## src/rtl/edge_pkg.sv

```systemverilog
// ---------------------------------------------------------------------------
// edge_pkg
// Constants and types shared by the edge detector, its result RAM wrapper
// and the row serializer that reads the result image back out.
//   DATA_W   : pixels per image row (RAM word width)
//   ADDR_W   : result RAM address width
//   NUM_ROWS : rows in the result image (addresses 0..NUM_ROWS-1)
//   CNT_W    : width of a per-row ones count (holds 0..DATA_W)
//   ser_state_t : row serializer FSM states
// ---------------------------------------------------------------------------
package edge_pkg;

   localparam int unsigned DATA_W   = 64;
   localparam int unsigned ADDR_W   = 7;
   localparam int unsigned NUM_ROWS = 49;
   localparam int unsigned CNT_W    = 7;

   typedef enum logic [2:0] {
      IDLE,
      REQ,
      WAIT,
      SHIFT,
      ROWEND,
      DONE
   } ser_state_t;

endpackage

```

## src/rtl/ram_row_serializer_shifter.sv

```systemverilog
// ---------------------------------------------------------------------------
// pixel_shifter
// Holds one image row and shifts it out LSB first, counting shifted bits
// and the number of 1-pixels seen so far in the row.
//   clk   : system clock, rising edge
//   rst   : asynchronous active-low reset
//   load  : capture data, clear bit and ones counters
//   shift : shift right by one, accumulate current pixel
//   data  : row word to load
//   pix   : current pixel (bit 0 of the shift register)
//   ones  : 1-pixels shifted out so far in this row
//   last  : the current pixel is the final one of the row
// ---------------------------------------------------------------------------
module pixel_shifter #(
   parameter int unsigned DATA_W = 64,
   parameter int unsigned CNT_W  = 7
) (
   input  logic              clk,
   input  logic              rst,
   input  logic              load,
   input  logic              shift,
   input  logic [DATA_W-1:0] data,
   output logic              pix,
   output logic [CNT_W-1:0]  ones,
   output logic              last
);

   localparam int unsigned BIT_W = $clog2(DATA_W);

   logic [DATA_W-1:0] shreg;
   logic [BIT_W-1:0]  bitcnt;

   always_ff @(posedge clk or negedge rst) begin
      if (!rst) begin
         shreg  <= '0;
         bitcnt <= '0;
         ones   <= '0;
      end else if (load) begin
         shreg  <= data;
         bitcnt <= '0;
         ones   <= '0;
      end else if (shift) begin
         shreg  <= shreg >> 1;
         bitcnt <= bitcnt + BIT_W'(1);
         ones   <= ones + CNT_W'(shreg[0]);
      end
   end

   assign pix  = shreg[0];
   assign last = (bitcnt == BIT_W'(DATA_W - 1));

endmodule

```

## src/rtl/ram_row_serializer.sv

```systemverilog
// ---------------------------------------------------------------------------
// ram_row_serializer
// Reads the edge detector's result image back from RAM one row at a time
// and streams each row out as serial pixels under valid/ready, reporting
// the number of set pixels per row and a done pulse after the last row.
//   clk            : system clock, rising edge
//   rst            : asynchronous active-low reset
//   start          : one-cycle pulse, begin readout (accepted in IDLE only)
//   ram_rd_en      : RAM read request
//   ram_rd_addr    : RAM read address (row index)
//   ram_rd_data    : RAM read data, valid one cycle after ram_rd_en
//   pix_out        : current pixel, bit 0 of the row first
//   pix_valid      : pix_out holds a valid pixel
//   pix_ready      : consumer accepts the pixel
//   row_ones       : 1-pixel count of the row just completed
//   row_ones_valid : one-cycle strobe qualifying row_ones
//   busy           : readout in progress
//   done           : one-cycle pulse after the last row
// ---------------------------------------------------------------------------
module ram_row_serializer #(
   parameter int unsigned DATA_W   = edge_pkg::DATA_W,
   parameter int unsigned ADDR_W   = edge_pkg::ADDR_W,
   parameter int unsigned NUM_ROWS = edge_pkg::NUM_ROWS,
   parameter int unsigned CNT_W    = edge_pkg::CNT_W
) (
   input  logic              clk,
   input  logic              rst,
   input  logic              start,
   output logic              ram_rd_en,
   output logic [ADDR_W-1:0] ram_rd_addr,
   input  logic [DATA_W-1:0] ram_rd_data,
   output logic              pix_out,
   output logic              pix_valid,
   input  logic              pix_ready,
   output logic [CNT_W-1:0]  row_ones,
   output logic              row_ones_valid,
   output logic              busy,
   output logic              done
);

   import edge_pkg::*;

   ser_state_t        state;
   logic [ADDR_W-1:0] row;
   logic              xfer;
   logic              pix;
   logic [CNT_W-1:0]  ones;
   logic              last;

   // pix_valid is high exactly while in SHIFT, so it doubles as the state qualifier
   assign xfer    = pix_valid & pix_ready;
   assign pix_out = pix;

   pixel_shifter #(
      .DATA_W (DATA_W),
      .CNT_W  (CNT_W)
   ) u_shifter (
      .clk   (clk),
      .rst   (rst),
      .load  (state == WAIT),
      .shift (xfer),
      .data  (ram_rd_data),
      .pix   (pix),
      .ones  (ones),
      .last  (last)
   );

   always_ff @(posedge clk or negedge rst) begin
      if (!rst) begin
         state          <= IDLE;
         row            <= '0;
         ram_rd_en      <= 1'b0;
         ram_rd_addr    <= '0;
         pix_valid      <= 1'b0;
         row_ones       <= '0;
         row_ones_valid <= 1'b0;
         busy           <= 1'b0;
         done           <= 1'b0;
      end else begin
         ram_rd_en      <= 1'b0;
         row_ones_valid <= 1'b0;
         done           <= 1'b0;
         unique case (state)
            IDLE: begin
               if (start) begin
                  state       <= REQ;
                  ram_rd_en   <= 1'b1;
                  ram_rd_addr <= row;
                  busy        <= 1'b1;
               end
            end
            REQ: begin
               state <= WAIT;
            end
            WAIT: begin
               state     <= SHIFT;
               pix_valid <= 1'b1;
            end
            SHIFT: begin
               if (xfer && last) begin
                  // final pixel is accepted this edge, fold it into the count
                  state          <= ROWEND;
                  pix_valid      <= 1'b0;
                  row_ones       <= ones + CNT_W'(pix);
                  row_ones_valid <= 1'b1;
               end
            end
            ROWEND: begin
               if (row == ADDR_W'(NUM_ROWS - 1)) begin
                  state <= DONE;
                  done  <= 1'b1;
               end else begin
                  state       <= REQ;
                  row         <= row + ADDR_W'(1);
                  ram_rd_en   <= 1'b1;
                  ram_rd_addr <= row + ADDR_W'(1);
               end
            end
            DONE: begin
               state <= IDLE;
               row   <= '0;
               busy  <= 1'b0;
            end
            default: begin
               state <= IDLE;
            end
         endcase
      end
   end

endmodule

```

## config.mk

```make
export PLATFORM = sky130hd
export DESIGN_NAME = ram_row_serializer
export DESIGN_NICKNAME = d
export VERILOG_FILES = /design/src/rtl/edge_pkg.sv /design/src/rtl/ram_row_serializer_shifter.sv /design/src/rtl/ram_row_serializer.sv
export SDC_FILE = /design/constraint.sdc
export NUM_CORES = 1
export LEC_CHECK = 0
export CAP_MARGIN = 10
export CORE_MARGIN = 1.5
export CORE_UTILIZATION = 53
export DETAILED_ROUTE_END_ITERATION = 8
export MAX_ROUTING_LAYER = met4
export PLACE_DENSITY_LB_ADDON = 0.08
export SETUP_SLACK_MARGIN = 0.02
export SLEW_MARGIN = 20
export SYNTH_ARGS = -nofsm -noshare
export SYNTH_HDL_FRONTEND = slang
export SYNTH_SLANG_ARGS = --single-unit
```

## constraint.sdc

```tcl
create_clock -name clk -period 2.2 [get_ports clk]
set_input_delay 0.22 -clock clk [delete_from_list [all_inputs] [get_ports clk]]
set_output_delay 0.22 -clock clk [all_outputs]
set_load 0.01 [all_outputs]
```

### Word level (Yosys, flattened, before mapping)

Cells that the tools add are included.

| word-level totals | value |
|---|---|
| logic and storage cells | 64 |
| register bits after elaboration | 106 |
| output and inout bits | 20 |
| input bits | 68 |

| operators by class | value |
|---|---|
| bitwise logic cells | 1 |
| muxes and demuxes | 25 |
| reductions and logical operators | 13 |
| add/subtract/negate cells | 3 |
| equality and inequality tests | 10 |

Operators by type and width:

| kind | number |
|---|---|
| $mux 64 | 2 |
| $mux 7 | 4 |
| $pmux 7 s2 | 2 |
| $pmux 3 s5 | 1 |
| $mux 6 | 2 |
| $reduce_and 2->1 | 5 |
| $reduce_bool 2->1 | 5 |
| $mux 3 | 3 |
| $mux 1 | 8 |
| $add 7x1->7 | 1 |
| $add 7x1->7 const B | 1 |
| $eq 7x6->1 const B | 1 |
| $add 6x1->6 const B | 1 |
| $eq 3x2->1 const B | 2 |
| $eq 3x3->1 const B | 2 |
| $eq 6x6->1 const B | 1 |
| $ne 2x2->1 const B | 3 |
| $pmux 1 s2 | 3 |
| $eq 3x1->1 const B | 1 |
| $logic_not 3->1 | 1 |
| $reduce_and 3->1 | 1 |
| $and 1x1->1 | 1 |
| $logic_and 1x1->1 | 1 |

### Logic depth before layout (Yosys ltp)

| logic depth | value |
|---|---|
| depth in word-level cells | 4 |
| depth in mapped cells | 7 |
| gate-level depth less buffers | 6 |

### Cells and area by module

From an unflattened synthesis, not the netlist that was laid out.

| unflattened totals | value |
|---|---|
| cell total of the unflattened synthesis | 479 |
| area, all modules | 5001.0 um^2 |

By module, submodules not included:

| module | sequential area each (um^2) | instances | cells each | area each (um^2) |
|---|---|---|---|---|
| pixel_shifter | 1926.8 | 1 | 337 | 3529.6 |
| ram_row_serializer | 725.7 | 1 | 142 | 1471.4 |

### Worst setup path after synthesis

Ideal clock, no wire load.

| timing | value |
|---|---|
| path kind | register -> register |
| start | register row[0] |
| end | register ram_rd_addr[3] |
| arrival time | 1.490 ns |
| buffers on the path | 1 |
| setup time | 0.073 ns |
| period minus slack after synthesis | 1.563 ns |
| stages on the path, launching flop included | 8 |
| required time | 2.127 ns |
| slack | 0.637 ns |
| path through | dfrtp_1 > inv_1 > ha_1 > nor3b_4 > a311oi_4 > buf_6 > nor2_1 > a21oi_2 |

| between the ends | value |
|---|---|
| longest elaborated chain between the ends | 3 |
| elaborated cells between the ends (all ways) | 6 |
| classes of those cells | add/sub: 1; eq/ne: 2; mux: 2; reduce/logical: 1 |

RTL lines:

| item | line | source |
|---|---|---|
| start, declared | ram_row_serializer.sv:44 | `logic [ADDR_W-1:0] row;` |
| start signal, assigned | ram_row_serializer.sv:114 | `row <= row + ADDR_W'(1);` |
| $add 7x1->7 or $eq 7x6->1 (tied branches) | ram_row_serializer.sv:116, ram_row_serializer.sv:109 |  |
| $mux 7 or $ne 2x2->1 (tied branches) | n/a |  |
| $pmux 7 s2 or $reduce_and 3->1 (tied branches) | n/a |  |
| end signal, assigned | ram_row_serializer.sv:88 | `ram_rd_addr <= row;` |
| end signal, assigned | ram_row_serializer.sv:116 | `ram_rd_addr <= row + ADDR_W'(1);` |
| end, declared | ram_row_serializer.sv:30 | `output logic [ADDR_W-1:0] ram_rd_addr,` |

Parallel ways exist; a longest one is shown, timed or not. The select of a mux whose other input is x is not followed.
A chain may end at the register's enable or synchronous reset.

### Worst setup path in the final report

Same ends and word-level chain as after synthesis.

==> reports/metrics.csv <==
metric,value,unit
outcome,completed,
dieArea,10100,um2
first_global_vias,3528,
gp_congestion,0.835,
post-place-ws,0.348,ns
synthesis.area,5020,um2
fin_worst_skew,0.0122,ns
htree_levels,3,
nets,636,
antennaDiodeCount,0,
final_area,6170,um2
tritoncts.num_buffers,9,
first_pass_iters,5,
finalHoldViolations,0,
critPathMaxFanout,15,
timing.final.crit_share,85.2,%
slew_headroom,52.7,%
synth_top_area_cell,dfrtp_1,
synth_edf_count,0,
tns,0,ns
hp-class,primary input to async pin,
drc,0,
synth_top_cells_by_count,"dfrtp_1, nand2_1, o21ai_0",
post-route-util,67.1,%
yosysWarnings,0,
synth_cell_type_count,41,
ff2ff_setup_slack,0.33,ns
period_needed,1.87,ns
worstPathArrival,2.16,ns
die_w,100,um
dp.cells,662,
setup_viol,0,
crit_type,register to register,
die_h,100,um
max_cap_violations,0,
wl_per_cell,13.4,um
path_clk_slew,0.10,ns
reg2regPathDepth,6,
worst_pin_slew,0.709,ns
final_cell_count_no_fill,679,
start_kind,register,
async_flop_share,100,%
reg2reg_from,row[0],
endpoint_kind,register,
synth.most_common_cell,dfrtp_1,
antenna_found_initial,0,
ir_worst_vdd,430,uV
io_pins,88,
powerDensity,814,nW/um2
finalMaxSlewViolations,0,
core,9200,um2
drt-vias-per-instance,5.31,
p_total,5.02,mW
vias,3605,
synth-seq-cells,106,
ant_nets,0,
grt_usage,19.9,%
grt_max_degree,79,
totalWireLength,9.09,mm
layout-drive-gt1-share,7.04,%
port-buffer-count,87,
whs,0.318,ns
required,2.49,ns
avgSynthCellArea,10.3,um2
syn-instance-count,489,
num_rows,35,
synthFlopType,dfrtp_1,
areaGrowthSynthToFinish,22.9,%
drt_iter0_drc,138,
start_util,54.6,%
synth_area_leaders,"dfrtp_1, mux2i_1, o21ai_0, nand2_1, nor2_1",
cts_tree,done,
clkLatencyLatePin,0.35,ns
synth_nets,562,
dpl.hpwl,6.31,mm
clock_sinks,106,
rsz0062_at_grt,false,
r2r_end,ram_rd_addr[3],
fin_ws,0.327,ns
cts_max_path_buffers,2,
post_dp_cell_area,5980,um2
cts_root_buffer,clkbuf_8,
leakage,2.72,nW
yosysSeqAreaShare,52.9,%
grt_pass1_wl,15.6,mm
max_freq,534,MHz
synth.top_cell.area_share,52.9,%
gr-total-overflow,0,
==> power by group <==
group          internal [mW]  switching, mW  total, mW  leakage (nW)
registers               2.49          0.335       2.82          1.37
clock network          0.435          0.685       1.12        0.0965
logic                  0.592          0.488       1.08          1.25
total                   3.51           1.51       5.02          2.72
==> what timing repair did <==
| item | 4_1_cts | 5_1_grt |
|---|---|---|
| hold endpoints to repair | 28 | 0 |
| buffers inserted | 0 | 0 |
| endpoints found under the setup margin | 0 | 0 |
| gates resized for setup | 0 | 0 |
| hold buffers | 1 | 0 |
==> area by class of cell <==
class	count	area [um2]
fill	769	3030
sequential	106	2650
multi-input combinational	345	2170
timing repair buffer	96	1000
tap	111	139
clock buffer	9	124
clock inverter	7	60.1
inverter	5	18.8
==> layout by cell type, fill, tap and decap left out, types with 2 or more instances in the layout <==
cell type        instances
nand2_1                 86
clkbuf_8                 9
clkinv_4                 2
a31oi_1                  3
mux2_2                   3
buf_4                    4
or3_1                    4
a21oi_1                 19
inv_6                    3
o21ai_1                  2
nor2_1                  31
inv_1                    5
and3_1                   3
a21oi_2                  2
nor3_1                   4
mux2i_1                 63
buf_12                   5
xor2_1                   8
nand4_1                  2
nor3b_4                  3
xnor2_1                 10
ha_1                     5
clkdlybuf4s50_1         86
nand3_1                  9
dfrtp_1                106
o21ai_0                 72
==> routing by layer <==
| metal | track usage, % | up-vias | share of wire, % |
|---|---|---|---|
| met5 | - | - | 0 |
| met4 | 3.58 | 0 | 0.31 |
| met3 | 4.87 | 2 | 3.2 |
| met2 | 32.6 | 62 | 50 |
| met1 | 25.6 | 1720 | 47 |
| li1 | - | 1821 | - |
==> sequential cells by signal (all words and copies together), names as in the netlist <==
| name | flops |
|---|---|
| u_shifter.shreg | 64 |
| ram_rd_addr | 7 |
| row | 7 |
| row_ones | 7 |
| u_shifter.ones | 7 |
| u_shifter.bitcnt | 6 |
| state | 3 |
| busy | 1 |
| done | 1 |
| pix_valid | 1 |
| ram_rd_en | 1 |
| row_ones_valid | 1 |
==> worst max path at each step <==
stage,end,start,depth (start not counted)
2_1_floorplan,ram_rd_addr[3],row[0],7
3_3_place_gp,ram_rd_addr[3],row[0],6
3_5_place_dp,ram_rd_addr[4],row[0],6
4_1_cts,ram_rd_addr[3],row[0],6
5_1_grt,ram_rd_addr[1],row[0],6
6_report,ram_rd_addr[3],row[0],6
==> cells by family after synthesis <==
| family | Yosys count | synth area share, % |
|---|---|---|
| compound gates | 104 | 11.5 |
| xor+xnor | 18 | 3.14 |
| fa+ha+maj | 5 | 1.25 |
| buf+inv | 38 | 4.09 |
| flops | 106 | 52.9 |
| mux | 66 | 13.2 |
| simple gates | 152 | 14.0 |
==> worst max-delay path: stages (launching register included) <==
cell and delay (ns):
dfrtp_1 0.43, inv_1 0.08, ha_1 0.19, nor3b_4 0.18, a311oi_4 0.68, nor2_1 0.12
a21oi_2 0.12
(Power assumes the default switching activity.)
